--- src/rtl/instr_sequencer_pkg.sv ---
// Shared processor definitions: opcode encodings and instruction sequencer FSM states.
package instr_sequencer_pkg;

  typedef enum logic [2:0] {
    OP_MV   = 3'b000,
    OP_MVI  = 3'b001,
    OP_ADD  = 3'b010,
    OP_SUB  = 3'b011,
    OP_LD   = 3'b100,
    OP_ST   = 3'b101,
    OP_MVNZ = 3'b110,
    OP_HALT = 3'b111
  } opcode_t;

  typedef enum logic [2:0] {
    S_IDLE,
    S_FETCH,
    S_WAIT,
    S_IMM,
    S_IMM_WAIT,
    S_ISSUE,
    S_HALT,
    S_ERROR
  } state_t;

endpackage

--- src/rtl/instr_sequencer.sv ---
// Fetches instruction words (plus MVI immediates) from an external synchronous ROM
// and issues them to the processor controller with a run/done handshake and timeout.
module instr_sequencer
  import instr_sequencer_pkg::*;
#(
  parameter int ADDR_W  = 5,
  parameter int TIMEOUT = 15
) (
  input  logic              clock,
  input  logic              resetn,
  input  logic              start,
  output logic [ADDR_W-1:0] mem_addr,
  input  logic [8:0]        mem_data,
  output logic [8:0]        ir,
  output logic [8:0]        din,
  output logic              run,
  input  logic              done,
  output logic [ADDR_W-1:0] pc,
  output logic              busy,
  output logic              halted,
  output logic              err
);

  localparam int CNT_W = $clog2(TIMEOUT + 1);

  state_t            state;
  logic [CNT_W-1:0]  tcnt;
  logic [ADDR_W-1:0] pc_inc;

  assign pc_inc = pc + ADDR_W'(1);

  // mem_addr is loaded on entry to FETCH/IMM so the ROM samples it at the end of that
  // state and the word is on mem_data throughout the following WAIT/IMM_WAIT cycle.
  always_ff @(posedge clock) begin
    if (!resetn) begin
      state    <= S_IDLE;
      pc       <= '0;
      mem_addr <= '0;
      ir       <= '0;
      din      <= '0;
      run      <= 1'b0;
      busy     <= 1'b0;
      halted   <= 1'b0;
      err      <= 1'b0;
      tcnt     <= '0;
    end else begin
      case (state)
        S_IDLE: begin
          if (start) begin
            state    <= S_FETCH;
            mem_addr <= pc;
            busy     <= 1'b1;
          end
        end
        S_FETCH: state <= S_WAIT;
        S_WAIT: begin
          ir <= mem_data;
          pc <= pc_inc;
          case (opcode_t'(mem_data[8:6]))
            OP_HALT: begin
              state  <= S_HALT;
              busy   <= 1'b0;
              halted <= 1'b1;
            end
            OP_MVI: begin
              state    <= S_IMM;
              mem_addr <= pc_inc;
            end
            default: begin
              state <= S_ISSUE;
              run   <= 1'b1;
            end
          endcase
        end
        S_IMM: state <= S_IMM_WAIT;
        S_IMM_WAIT: begin
          din   <= mem_data;
          pc    <= pc_inc;
          state <= S_ISSUE;
          run   <= 1'b1;
        end
        S_ISSUE: begin
          if (done) begin
            state    <= S_FETCH;
            mem_addr <= pc;
            run      <= 1'b0;
            tcnt     <= '0;
          end else if (tcnt == CNT_W'(TIMEOUT - 1)) begin
            state <= S_ERROR;
            run   <= 1'b0;
            busy  <= 1'b0;
            err   <= 1'b1;
            tcnt  <= '0;
          end else begin
            tcnt <= tcnt + CNT_W'(1);
          end
        end
        S_HALT:  state <= S_HALT;
        S_ERROR: state <= S_ERROR;
        default: state <= S_IDLE;
      endcase
    end
  end

endmodule

--- config.mk ---
export PLATFORM = sky130hd
export DESIGN_NAME = instr_sequencer
export DESIGN_NICKNAME = d
export VERILOG_FILES = /design/src/rtl/instr_sequencer_pkg.sv /design/src/rtl/instr_sequencer.sv
export SDC_FILE = /design/constraint.sdc
export NUM_CORES = 1
export LEC_CHECK = 0
export CAP_MARGIN = 20
export CORE_UTILIZATION = 30
export CTS_CLUSTER_SIZE = 28
export DETAILED_ROUTE_END_ITERATION = 10
export PLACE_DENSITY = 0.55
export SLEW_MARGIN = 5
export SYNTH_ARGS = -nofsm -noshare
export SYNTH_HDL_FRONTEND = slang
export SYNTH_SLANG_ARGS = --single-unit
--- constraint.sdc ---
create_clock -name clock -period 1.9 [get_ports clock]
set_input_delay 0.38 -clock clock [delete_from_list [all_inputs] [get_ports clock]]
set_output_delay 0.38 -clock clock [all_outputs]
set_load 0.005 [all_outputs]
**Word level (Yosys, flattened, before mapping)**

Index checks and enable logic that the tools add are counted.

- Input bits: 13
- Register bits after elaboration: 39
- Output and inout bits: 32
- Logic and storage cells: 61

- Mux-type cells: 19
- Bitwise logic cells: 1
- $add $sub $neg: 2
- Equality and inequality tests: 18
- Reduce and logical (&&, ||, !) cells: 11

Operators by type and width:

| kind | number |
|---|---|
| one-hot mux 3 bit (8 select lines) | 1 |
| equality test 3 bit, second input constant | 5 |
| two-way mux 5 bit | 3 |
| one-hot mux 5 bit (3 select lines) | 1 |
| != test 2 bit, second input constant | 7 |
| two-way mux 3 bit | 3 |
| two-way mux 4 bit | 2 |
| equality test 3 x 1 -> 1 bit, second input constant | 2 |
| equality test 3 x 2 -> 1 bit, second input constant | 2 |
| two-way mux 1 bit | 6 |
| one-hot mux 1 bit (3 select lines) | 2 |
| one-hot mux 3 bit (2 select lines) | 1 |
| AND reduction 3 bit | 2 |
| nonzero test 3 bit | 2 |
| adder 5 x 1 -> 5 bit, second input constant | 1 |
| AND reduction 5 bit | 1 |
| adder 4 x 1 -> 4 bit, second input constant | 1 |
| equality test 4 bit, second input constant | 1 |
| AND reduction 2 bit | 2 |
| AND reduction 4 bit | 1 |
| OR reduction 2 bit | 2 |
| logical NOT 3 bit | 1 |
| != test 3 bit, second input constant | 1 |
| inverter 1 bit | 1 |

**Longest topological paths before layout**

Gate-level depths: netlist of the first run.

- Depth in word-level cells: 4
- Depth in mapped cells: 6
- Depth with buffers taken out: 6

**Worst setup path after synthesis of the first run**

Ideal clock, no wire load.

- Kind: register to register
- Start: register state[0]
- End: register mem_addr[1]
- Period minus slack after synthesis: 1.510 ns
- Buffers on the path: 1
- Setup slack: 0.390 ns
- Library setup time: 0.128 ns
- Data required time: 1.772 ns
- Data arrival time: 1.382 ns
- Stages on the path, launching flop included: 6
- Path through: dfxtp_1 or3b_1 buf_2 nor4b_4 or2_2 a311oi_1

- Longest elaborated chain between the ends: 3
- Elaborated cells between the ends (all ways): 9
- Classes of those cells: 5 x eq/ne; 1 x mux; 3 x reduce/logical

RTL lines:

| element | RTL line | text |
|---|---|---|
| from (decl) | instr_sequencer.sv:26 | `state_t state;` |
| from (signal assigned) | instr_sequencer.sv:36 | `state <= S_IDLE;` |
| from (signal assigned) | instr_sequencer.sv:50 | `state <= S_FETCH;` |
| from (signal assigned) | instr_sequencer.sv:55 | `S_FETCH: state <= S_WAIT;` |
| equality test 3 x 2 -> 1 bit, or another cell as far along | instr_sequencer.sv:47 | `case (state)` |
| != test 2 bit (no line) or nonzero test 3 bit (tied branches) | -- |  |
| AND reduction 4 bit (no line) | -- |  |
| to (signal assigned) | instr_sequencer.sv:51 | `mem_addr <= pc;` |
| to (signal assigned) | instr_sequencer.sv:67 | `mem_addr <= pc_inc;` |
| to (signal assigned) | instr_sequencer.sv:85 | `mem_addr <= pc;` |
| to (decl) | instr_sequencer.sv:12 | `output logic [ADDR_W-1:0] mem_addr,` |

Parallel ways exist; a longest one is shown, timed or not.
A chain may end at the register's enable or synchronous reset.

**Final worst setup path of the first run**

- Start: register pc[0]
- End: output pc[0]

RTL lines:

| element | RTL line | text |
|---|---|---|
| from (decl) | instr_sequencer.sv:18 | `output logic [ADDR_W-1:0] pc,` |
| from (signal assigned) | instr_sequencer.sv:58 | `pc <= pc_inc;` |
| from (signal assigned) | instr_sequencer.sv:78 | `pc <= pc_inc;` |

No word-level cell between the ends.

==> reports/summary.log, run 1 <==
qor: run_status.run_status finished, final reports clean
qor: worst_setup_path.end_kind output port
qor: global_route.grt_use_met3 0.04048
qor: route.route.detailed.drc 0
qor: place.gp_congestion 0.7317
qor: die.rows 26
qor: worst_setup_path.path_cells clkdlybuf4s50_1
qor: route.vias 1,507
qor: global_route.gr-total-overflow 0
qor: timing.unrepaired_setup_endpoints_after_global_routing false
qor: cts.cts_hold_buffers 0
qor: cts.clock_tree.buffer_depth 2
qor: worst_setup_path.setup.worst_path.start_class flop
qor: cts.tritoncts done
qor: place.placedInstanceArea 0.002302 mm^2
qor: cts.postCtsSetupBuffers 0
qor: synthesis.postSynthNetCount 210
qor: cts.cts-root-buf sky130_fd_sc_hd__clkbuf_8
qor: cts.clk_transition_reported_paths 90 ps
qor: synthesis.ys.flop_type sky130_fd_sc_hd__dfxtp_1
qor: global_route.grt_max_degree 20
qor: place.placed_cells 314
qor: cts.cts_inserted_buffers 5
qor: die.design.die.area 0.005901 mm^2
qor: global_route.global_route.usage.met2 0.2152
qor: cells_and_area.drive_gt1_frac 0.1151
qor: timing.timing_hold_violations_final 0
qor: timing.period_share 0.8774
qor: job.max_cap_violations 0
qor: route.initial_drc_count 83
qor: global_route.grt_use_met1 0.1939
qor: synthesis.synth.lib_cells_used.distinct 34
qor: synthesis.post_syn_area_per_cell 8.655 um^2
qor: global_route.grt-busiest-layer met2
qor: cts.worst_skew_pair.late_latency 290 ps
qor: worst_setup_path.cp_top_family buffers and inverters
qor: timing.max_freq 0.5998 GHz
qor: timing.setup_violations 0
qor: synthesis.synthesis.yosys.warnings 0
qor: global_route.wire_length_of_the_first_global_routing_pass 6796 um
qor: cts.ctsHtreeMaxLevel 2
qor: cells_and_area.stdcell_area 0.002417 mm^2
qor: worst_setup_path.critPathKind flop to output port
qor: die.start_util 0.3206
qor: die.die_width 76.82 um
qor: worst_setup_path.timing.critical_path.arrival 1290 ps
qor: timing.clock_period_minus_final_worst_setup_slack 1667 ps
qor: power_and_ir_drop.p_total 1.773 mW
qor: power_and_ir_drop.largest_vdd_supply_drop 637.6 uV
qor: cells_and_area.flow.area_growth_from_synthesis 43.96%
qor: worst_hold_path.timing.hold.worst.class flop to flop
qor: synthesis.flip_flop_and_latch_count_after_synthesis 39
qor: worst_setup_path.critical_path_required 1520 ps
qor: timing.final_worst_clock_skew 4.004 ps
qor: cells_and_area.post_layout_nonfiller_instances 322
qor: die.boundaryPins 45
qor: route.drt_pre_antenna_iters 4
qor: cts.cts.sinks 39
qor: cells_and_area.filler_cell_count 503
qor: die.core_area 0.005238 mm^2
qor: synthesis.edff_count_synth 0
qor: place.hpwlAfterDp 2789 um
qor: timing.worst_pin_slew 485.5 ps
qor: die.dieHeight 76.82 um
qor: timing.final_max_slew_viol_count 0
qor: global_route.grt_antenna_before_repair 0
qor: route.drt-vias-per-instance 4.680
qor: route.postRouteWirelength 4034 um
qor: timing.max-slew-margin-rel 0.6749
qor: cts.cts_repair_resize_count 0
qor: cells_and_area.fin_util 0.4615
qor: timing.setup_total_negative_slack 0 ps
qor: route.drt_antenna_net_count 0
qor: place.port_buffers 44
qor: synthesis.synth.yosys.seq_area_share 0.4650
qor: worst_setup_path.master_of_the_slowest_instance_on_the_critical_path sky130_fd_sc_hd__clkdlybuf4s50_1
qor: worst_setup_path.path_max_fanout 5
qor: synthesis.postSynthCellCount 194
qor: cells_and_area.final_nets 267
qor: route.route.detailed.wl_per_inst 12.53 um
qor: global_route.via_count_of_the_first_global_routing_pass 1,415
qor: power_and_ir_drop.static-leakage-power 0.8394 nW
qor: synthesis.synthesis.area 0.001679 mm^2
qor: cells_and_area.antenna-diode-count 0
qor: synthesis.asyncSetResetFlopFracSynth 0
qor: worst_setup_path.worst_path_largest_cell_delay 540 ps
qor: worst_setup_path.buf_inv_stages_crit_path 1
qor: power_and_ir_drop.pwr_density_cell 733.4 mW/mm^2
qor: global_route.grt_usage 0.1433
==> metal layers <==
layer,vias up,share of wire
li1,785,-
met4,0,0.012
met2,41,0.42
met1,676,0.50
met3,5,0.060
met5,-,0
==> placed cells by master, fill, tap and decap left out, types with 2 or more instances in the layout <==
cell,count
sky130_fd_sc_hd__and3_1,2
sky130_fd_sc_hd__dfxtp_1,39
sky130_fd_sc_hd__nand3_1,5
sky130_fd_sc_hd__inv_1,3
sky130_fd_sc_hd__ha_1,3
sky130_fd_sc_hd__mux2i_1,11
sky130_fd_sc_hd__a31oi_1,2
sky130_fd_sc_hd__o21ai_0,3
sky130_fd_sc_hd__xnor2_1,9
sky130_fd_sc_hd__o31ai_1,4
sky130_fd_sc_hd__buf_4,15
sky130_fd_sc_hd__nand2_1,26
sky130_fd_sc_hd__o22ai_1,2
sky130_fd_sc_hd__nor2_1,25
sky130_fd_sc_hd__nor3_1,7
sky130_fd_sc_hd__a21oi_1,24
sky130_fd_sc_hd__clkbuf_8,5
sky130_fd_sc_hd__clkdlybuf4s50_1,44
sky130_fd_sc_hd__a311oi_1,2
==> per-stage QoR <==
stage | hold slack [ps] | setup WS [ps]
after floorplan | 451.4 | 390.0
after global placement | 442.1 | 54.30
after detailed placement | 448.2 | 16.40
after CTS | 459.6 | 221.8
after global routing | 472.0 | 163.3
final | 456.2 | 232.9
==> cell usage after synthesis, types with 3 or more instances <==
cell | number | area (um^2)
sky130_fd_sc_hd__ha_1 | 3 | 37.54
sky130_fd_sc_hd__mux2i_1 | 11 | 110.1
sky130_fd_sc_hd__a21oi_1 | 24 | 120.1
sky130_fd_sc_hd__buf_2 | 4 | 20.02
sky130_fd_sc_hd__clkbuf_1 | 6 | 22.52
sky130_fd_sc_hd__o21ai_0 | 3 | 15.01
sky130_fd_sc_hd__nand3_1 | 5 | 25.02
sky130_fd_sc_hd__nand2_1 | 26 | 97.59
sky130_fd_sc_hd__o31ai_1 | 4 | 30.03
sky130_fd_sc_hd__dfxtp_1 | 39 | 780.8
sky130_fd_sc_hd__nor2_1 | 25 | 93.84
sky130_fd_sc_hd__xnor2_1 | 9 | 78.83
sky130_fd_sc_hd__inv_1 | 3 | 11.26
sky130_fd_sc_hd__nor3_1 | 7 | 35.03
==> area by class of cell <==
type | count | area (um^2) | share of cell area
multi-input cells | 142 | 849.6 | 0.3514
flip-flops and latches | 39 | 780.7 | 0.3230
repair buffers | 60 | 573.1 | 0.2371
well taps | 70 | 87.58 | 0.03623
clock buffers | 5 | 68.82 | 0.02847
clock inverters | 3 | 46.29 | 0.01915
inverters | 3 | 11.26 | 0.004658
==> flip-flops by register name, indices dropped and copies added, names as in the netlist <==
signal,cells
busy,1
tcnt,4
ir,9
pc,5
err,1
run,1
mem_addr,5
din,9
state,3
halted,1
==> where the power goes <==
group / leakage (nW) / internal [mW] / total (mW) / switching, mW
logic: 0.469 / 0.107 / 0.195 / 0.0880
registers: 0.316 / 0.839 / 0.852 / 0.0131
clock network: 0.0548 / 0.396 / 0.726 / 0.330
==> path summary, 6_finish.rpt <==
check                              from                    end  cells after the start  slack, ps
setup / recovery     pc[0]$_SDFFE_PN0P_                  pc[0]                      1        230
hold / removal        busy$_SDFFE_PN0P_      busy$_SDFFE_PN0P_                      2        460
setup reg to reg  state[1]$_SDFFE_PN0P_  state[1]$_SDFFE_PN0P_                      5        330
hold reg to reg       busy$_SDFFE_PN0P_      busy$_SDFFE_PN0P_                      2        460
==> kinds of logic (layout without fill, tap and decap cells) <==
logic type | after synthesis | after routing | share of synthesized area
mux | 11 | 11 | 0.06558
buf+inv | 13 | 71 | 0.03204
xor+xnor | 9 | 9 | 0.04695
simple gates | 77 | 77 | 0.2198
compound gates | 42 | 42 | 0.1483
flops | 39 | 39 | 0.4650
fa+ha+maj | 3 | 3 | 0.02236
Note: power is estimated with default switching activity, not from simulation.
==> run 2: changes to the inputs <==
--- a/config.mk
+++ b/config.mk
@@ -6,10 +6,10 @@
 export NUM_CORES = 1
 export LEC_CHECK = 0
 export CAP_MARGIN = 20
-export CORE_UTILIZATION = 30
+export CORE_UTILIZATION = 47
 export CTS_CLUSTER_SIZE = 28
 export DETAILED_ROUTE_END_ITERATION = 10
-export PLACE_DENSITY = 0.55
+export PLACE_DENSITY = 0.79
 export SLEW_MARGIN = 5
 export SYNTH_ARGS = -nofsm -noshare
 export SYNTH_HDL_FRONTEND = slang
==> constraint.sdc (replaced) <==
create_clock -name clock -period 1.55 [get_ports clock]
set_input_delay 0.31 -clock clock [delete_from_list [all_inputs] [get_ports clock]]
set_output_delay 0.31 -clock clock [all_outputs]
set_load 0.005 [all_outputs]
==> run 2 against run 1 <==
  * The flow now finishes with violations (negative setup slack)
  * Global-route usage is 9.1 points higher
  * Total power is 2.2% higher
  * Final area is 5.4% higher
  * Sequential cell count stayed put
  * Worst setup slack worse by 240 ps
  * Critical path depth is 3 higher
  * First-iteration DRC count is 16% higher
  * Cell count is 4.3% lower
  * Sequential power is 23% higher
  * Hold slack hardly changed
  * Utilization is 29 points higher
  * Critical endpoint is now mem_addr[2]$_SDFFE_PN0P_
  * Largest cell class unchanged
  * Largest power group unchanged
==> reports/summary.log, run 2 (synthesis results as in run 1) <==
qor: cts.cts.sinks 39
qor: power_and_ir_drop.power.clock.fraction 0.279
qor: route.vias 1,614
qor: route.drt_pre_antenna_iters 4
qor: worst_hold_path.min_delay_path_depth 2
qor: worst_hold_path.timing.hold.worst.class flop to flop
qor: cts.ctsHtreeMaxLevel 2
qor: timing.final_max_slew_viol_count 0
qor: worst_setup_path.worstReg2RegEnd mem_addr[2]$_SDFFE_PN0P_
qor: die.start_util 0.4954
qor: cells_and_area.post_layout_nonfiller_instances 308
qor: cts.clock_tree.buffer_depth 2
qor: die.die_width 61.77 um
qor: cells_and_area.flow.area_growth_from_synthesis 51.71%
qor: worst_hold_path.worstHoldEndpoint ir[3]$_SDFFE_PN0N_
qor: timing.setup_total_negative_slack -7.578 ps
qor: power_and_ir_drop.pwr_density_cell 711.5 mW/mm^2
qor: place.port_buffers 44
qor: worst_setup_path.worst-r2r-cell-count 4
qor: cts.cts_hold_buffers 0
qor: global_route.wire_length_of_the_first_global_routing_pass 6382 um
qor: worst_setup_path.cp_top_family simple AND/OR/NAND/NOR gates
qor: worst_setup_path.path_max_fanout 5
qor: timing.final_worst_clock_skew 5.753 ps
qor: power_and_ir_drop.combPwrFrac 0.144
qor: route.route.detailed.drc 0
qor: global_route.via_count_of_the_first_global_routing_pass 1,417
qor: worst_setup_path.critPathKind flop to flop
qor: power_and_ir_drop.switchingPower 470.8 uW
qor: worst_hold_path.hold_start ir[3]$_SDFFE_PN0N_
qor: timing.period_share 1.004
qor: place.gp_congestion 0.7791
qor: power_and_ir_drop.power.switching_fraction 0.2597
qor: worst_setup_path.end_kind flop
qor: timing.timing_hold_violations_final 0
qor: cts.tritoncts done
qor: cts.worst_skew_pair.late_latency 350 ps
qor: place.hpwlAfterDp 2647 um
qor: die.core_area 0.003390 mm^2
qor: cells_and_area.fin_util 0.7516
qor: route.route.detailed.wl_per_inst 13.47 um
qor: worst_setup_path.master_of_the_slowest_instance_on_the_critical_path sky130_fd_sc_hd__or3b_4
qor: route.drt_antenna_net_count 0
qor: cts.cts-root-buf sky130_fd_sc_hd__clkbuf_4
qor: route.initial_drc_count 96
qor: cells_and_area.antenna-diode-count 0
qor: worst_setup_path.regToRegStartpoint state[1]$_SDFFE_PN0P_
qor: worst_setup_path.worst_path_largest_cell_delay 410 ps
qor: power_and_ir_drop.largest_vdd_supply_drop 648.1 uV
qor: power_and_ir_drop.cellInternalPower 1.342 mW
qor: place.placed_cells 295
qor: die.boundaryPins 45
qor: power_and_ir_drop.static-leakage-power 1.369 nW
qor: cells_and_area.filler_cell_count 236
qor: timing.unrepaired_setup_endpoints_after_global_routing true
qor: worst_setup_path.critical_path_required 1850 ps
qor: worst_setup_path.setup.worst_path.start_class flop
qor: cells_and_area.most-common-layout-cells sky130_fd_sc_hd__nand2_1 (26), sky130_fd_sc_hd__dlymetal6s2s_1 (26), sky130_fd_sc_hd__nor2_1 (25), sky130_fd_sc_hd__dfxtp_2 (25)
qor: cells_and_area.final_nets 278
qor: die.dieHeight 61.77 um
qor: global_route.gr-total-overflow 0
qor: cells_and_area.biggestRegsByFlops din: 9 flops, ir: 9 flops
qor: worst_setup_path.setup.reg_to_reg.worst_slack -7 ps
qor: global_route.grt_antenna_before_repair 0
qor: worst_setup_path.startpoint state[1]$_SDFFE_PN0P_
qor: timing.max_freq 0.6424 GHz
qor: timing.worst_pin_slew 452.3 ps
qor: cts.cts_inserted_buffers 5
qor: die.rows 21
qor: timing.max-slew-margin-rel 0.6963
qor: worst_setup_path.buf_inv_stages_crit_path 0
qor: place.place_worst_setup_slack -294.4 ps
qor: worst_setup_path.timing.critical_path.arrival 1860 ps
qor: route.postRouteWirelength 4148 um
qor: job.max_cap_violations 0
qor: timing.setup_violations 2
qor: route.drt-vias-per-instance 5.240
qor: worst_setup_path.path_cells or3b_4 > nor4b_4 > or2_2 > o211a_1
qor: cells_and_area.stdcell_area 0.002547 mm^2
qor: global_route.grt_usage 0.2343
qor: run_status.run_status complete, but fails checks
qor: run_status.failed_checks negative setup slack
qor: cts.clk_transition_reported_paths 110 ps
qor: power_and_ir_drop.power.share.sequential 0.578
qor: place.placedInstanceArea 0.002322 mm^2
qor: global_route.grt_max_degree 34
qor: timing.post-route-worst-setup-slack -6.680 ps
qor: timing.clock_period_minus_final_worst_setup_slack 1557 ps
qor: die.design.die.area 0.003816 mm^2
qor: cells_and_area.drive_gt1_frac 0.2672
==> run 2: changes by cell type in the layout (fill, tap and decap cells not counted), sizes merged <==
cell,change
buf,+11
bufinv,-1
clkdlybuf4s50,-27
clkinv,+2
clkinvlp,-1
dlygate4sd2,+1
dlymetal6s2s,+26
inv,-1
==> run 2: power groups by stage <==
stage | Clock [mW] | Combinational, mW | Sequential, mW
finish | 0.505 | 0.261 | 1.05
global route | 0.568 | 0.285 | 1.05
CTS | 0.514 | 0.252 | 1.05
detailed placement | 0 | 0.251 | 1.07
global placement | 0 | 0.248 | 1.07
floorplan | 0 | 0.103 | 1.07
==> run 2: worst max path at each step <==
stage          depth (start not counted)  slack, ps                  endpoint
2_1_floorplan                          5         40  mem_addr[1]$_SDFFE_PN0P_
3_3_place_gp                           5       -260  mem_addr[2]$_SDFFE_PN0P_
3_5_place_dp                           5       -290  mem_addr[2]$_SDFFE_PN0P_
4_1_cts                                5        -30  mem_addr[0]$_SDFFE_PN0P_
5_1_grt                                5        -80  mem_addr[4]$_SDFFE_PN0P_
6_report                               4         -7  mem_addr[2]$_SDFFE_PN0P_
==> run 2: area by class of cell <==
| type | count | area, um^2 | share of cell area |
|---|---|---|---|
| clock inverters | 2 | 13.76 | 0.005403 |
| repair buffers | 71 | 735.7 | 0.2888 |
| clock buffers | 5 | 37.54 | 0.01473 |
| multi-input cells | 142 | 872.1 | 0.3423 |
| flip-flops and latches | 39 | 819.5 | 0.3217 |
| well taps | 46 | 57.56 | 0.02259 |
| inverters | 3 | 11.26 | 0.004420 |
==> run 2: metrics by stage <==
stage / hold slack, ps / power (mW)
6_report: 455.9 / 1.812
2_1_floorplan: 419.7 / 1.172
4_1_cts: 464.0 / 1.812
3_5_place_dp: 447.9 / 1.320
5_1_grt: 478.9 / 1.904
3_3_place_gp: 440.5 / 1.316
==> run 2: metal layers <==
metal / global-route usage / part of all wire / vias to the layer above
met5: 0 / 0 / -
met4: 0.06667 / 0.012 / 0
met3: 0.1284 / 0.075 / 5
met2: 0.3518 / 0.47 / 50
met1: 0.2909 / 0.44 / 751
li1: - / - / 808
==> run 2: worst min-delay path, stage by stage, from the launching register on <==
cell	delay (ps)
sky130_fd_sc_hd__dfxtp_2	330
sky130_fd_sc_hd__nand2_1	40
sky130_fd_sc_hd__a21oi_1	50
==> run 2: what timing repair did <==
action                     in CTS  in global routing
setup endpoints to repair      12                 38
pin swaps                       1                  1
setup buffers                   3                  3
gates resized for setup        11                 51
==> variant: new RTL, flow settings as in run 1 <==
Change the parameter `ADDR_W` from 5 to 4.
--- a/src/rtl/instr_sequencer.sv
+++ b/src/rtl/instr_sequencer.sv
@@ -5,3 +5,3 @@
 #(
-  parameter int ADDR_W  = 5,
+  parameter int ADDR_W  = 4,
   parameter int TIMEOUT = 15
Ports: changed (resized mem_addr and pc); port bits go from 45 to 43. No check against the original RTL was run, so the function may have changed too.
==> variant against run 1 <==
Design area down 5.2%; sequential cell count down 2; register-to-register slack worse by 90 ps; worst setup slack better by 6.4 ps; cell count down 6.2%; first-iteration DRC count down 65%; area after synthesis down 1.6%; wire length down 6.4%; total power down 1.6%; sequential share of layout area about the same.
==> variant: results (changes against run 1) <==
metric,value,unit,change
finalHoldViolCount,0,,unchanged
min_from,ir[0],,
dp.final_hpwl,2.72,mm,-2.4%
fillCellCount,554,,+10%
seq_area_frac_synth,44.8,%,-1.6 points
rr_endpoint,run,,
reg_top3,"din (9), ir (9)",,
yosys-top-cells-count,"dfxtp_1, a21oi_1, nand2_1",,
slew_headroom,65.5,%,-2.0 points
clk_path_buf_depth,2,,unchanged
antenna_found_initial,0,,unchanged
wire_per_inst,12.5,um,-0.20%
nNetsFinal,248,,-7.1%
hold_path_class,flop to flop,,
drt_wl_total,3.78,mm,-6.4%
numCtsBuffers,5,,unchanged
syn_avg_cell_area,9.23,sq um,+6.6%
grt_pass1_vias,1413,,-0.14%
ir_worst_vdd,0.441,mV,-31%
synth.distinct_cells,41,,+21%
viasPerCell,4.75,,+1.6%
drive_above_1_share,12.9,%,+1.4 points
cts_setup_buffers,0,,unchanged
synthTopCellsByArea,"dfxtp_1, a21oi_1, mux2i_1",,
whs_endpoint,ir[0],,
track_usage,14.4,%,+0.030 points
arrival,1860,ps,+570 ps
cts_resized,0,,unchanged
placed_cells,295,,-6.1%
dominantRegCellSynth,dfxtp_1,,
dpl_cell_area,2200,sq um,-4.2%
gp_congestion,0.756,,+3.3%
reg2reg_from,state[0],,
htreeDepth,2,,unchanged
syn-num-nets,195,,-7.1%
cts_root_buffer,clkbuf_8,,
finClkSkew,3.35,ps,-0.654 ps
clkTransAtPathRegs,70,ps,-20 ps
grt_pass1_wl,6.70,mm,-1.4%
reg2reg_setup_slack,240,ps,-90 ps
status,"complete, no violations",,
antenna_cells,0,,unchanged
crit_fanout,7,,+2
yosysWarnings,0,,unchanged
reg2regPathDepth,4,,-1
p_leak,0.833,nW,-0.73%
io_buffer_count,42,,-4.5%
whs,459,ps,+2.76 ps
clk_latency,280,ps,
whs_path_depth,2,,unchanged
grt_max_degree,22,,+10%
first_pass_iters,2,,-2
drtIter0Drc,29,,-65%
## variant: cell types whose count changed after synthesis, sizes merged, moves of 3 or more
cell,run 1,this run
xnor2,9,3
nor2,26,19
o31ai,4,1
nand2,26,22
xor2,0,4
o21ai,3,7
nor3,7,3
## variant: worst max path at each step
stage                        endpoint  slack [ps]         from
final                     mem_addr[3]         240  mem_data[6]
after global routing              run         120     state[0]
after CTS                       pc[0]         230        pc[0]
after detailed placement  mem_addr[3]         -60  mem_data[6]
after global placement    mem_addr[2]         -40  mem_data[6]
after floorplan           mem_addr[3]         480  mem_data[7]
## variant: area by class of cell
cell class                      instances  area, sq um  share of cell area [%]
Clock buffer                            7         86.3                    3.77
Inverter                                4         15.0                   0.655
Multi-Input combinational cell        129          843                    36.8
Sequential cell                        37          741                    32.3
Tap cell                               70         87.6                    3.82
Timing Repair Buffer                   55          518                    22.6
## variant: cell families (layout without fill, tap and decap cells)
logic type	count (synthesis)	in the layout	share of synthesized area [%]
AND/OR/NAND/NOR	64	64	20.4
multiplexers	10	10	6.06
adder cells (fa/ha/maj)	3	3	2.27
buffers and inverters	13	66	4.09
AO/OA/AOI/OAI	45	45	18.6
flip-flops	37	37	44.8
XOR/XNOR	7	7	3.71
## variant: stage by stage
step	setup slack, ps	total power [W]
2_1_floorplan	480	0.00105
5_1_grt	116	0.00184
3_3_place_gp	-38.5	0.00122
6_report	239	0.00174
4_1_cts	226	0.00178
3_5_place_dp	-60.4	0.00122
## variant: where the power goes
group / switching (W) / internal (W) / total [W] / leakage, nW
Sequential: 0.0000450 / 0.000823 / 0.000868 / 0.301
Combinational: 0.000139 / 0.000189 / 0.000328 / 0.488
Clock: 0.000261 / 0.000288 / 0.000549 / 0.0443
## variant: per-layer routing
layer | vias to the layer above | routed length [um] | GRT usage (%)
li1 | 735 | - | -
met1 | 661 | 1800 | 17.5
met2 | 35 | 1670 | 23.0
met3 | 5 | 275 | 5.87
met4 | 0 | 39 | 4.62
met5 | - | 0 | 0
## variant: worst max-delay path: stages
cell             delay (ps)
clkdlybuf4s50_1         470
or3b_4                  410
a21oi_4                 240
a21oi_1                 110
a311oi_2                240
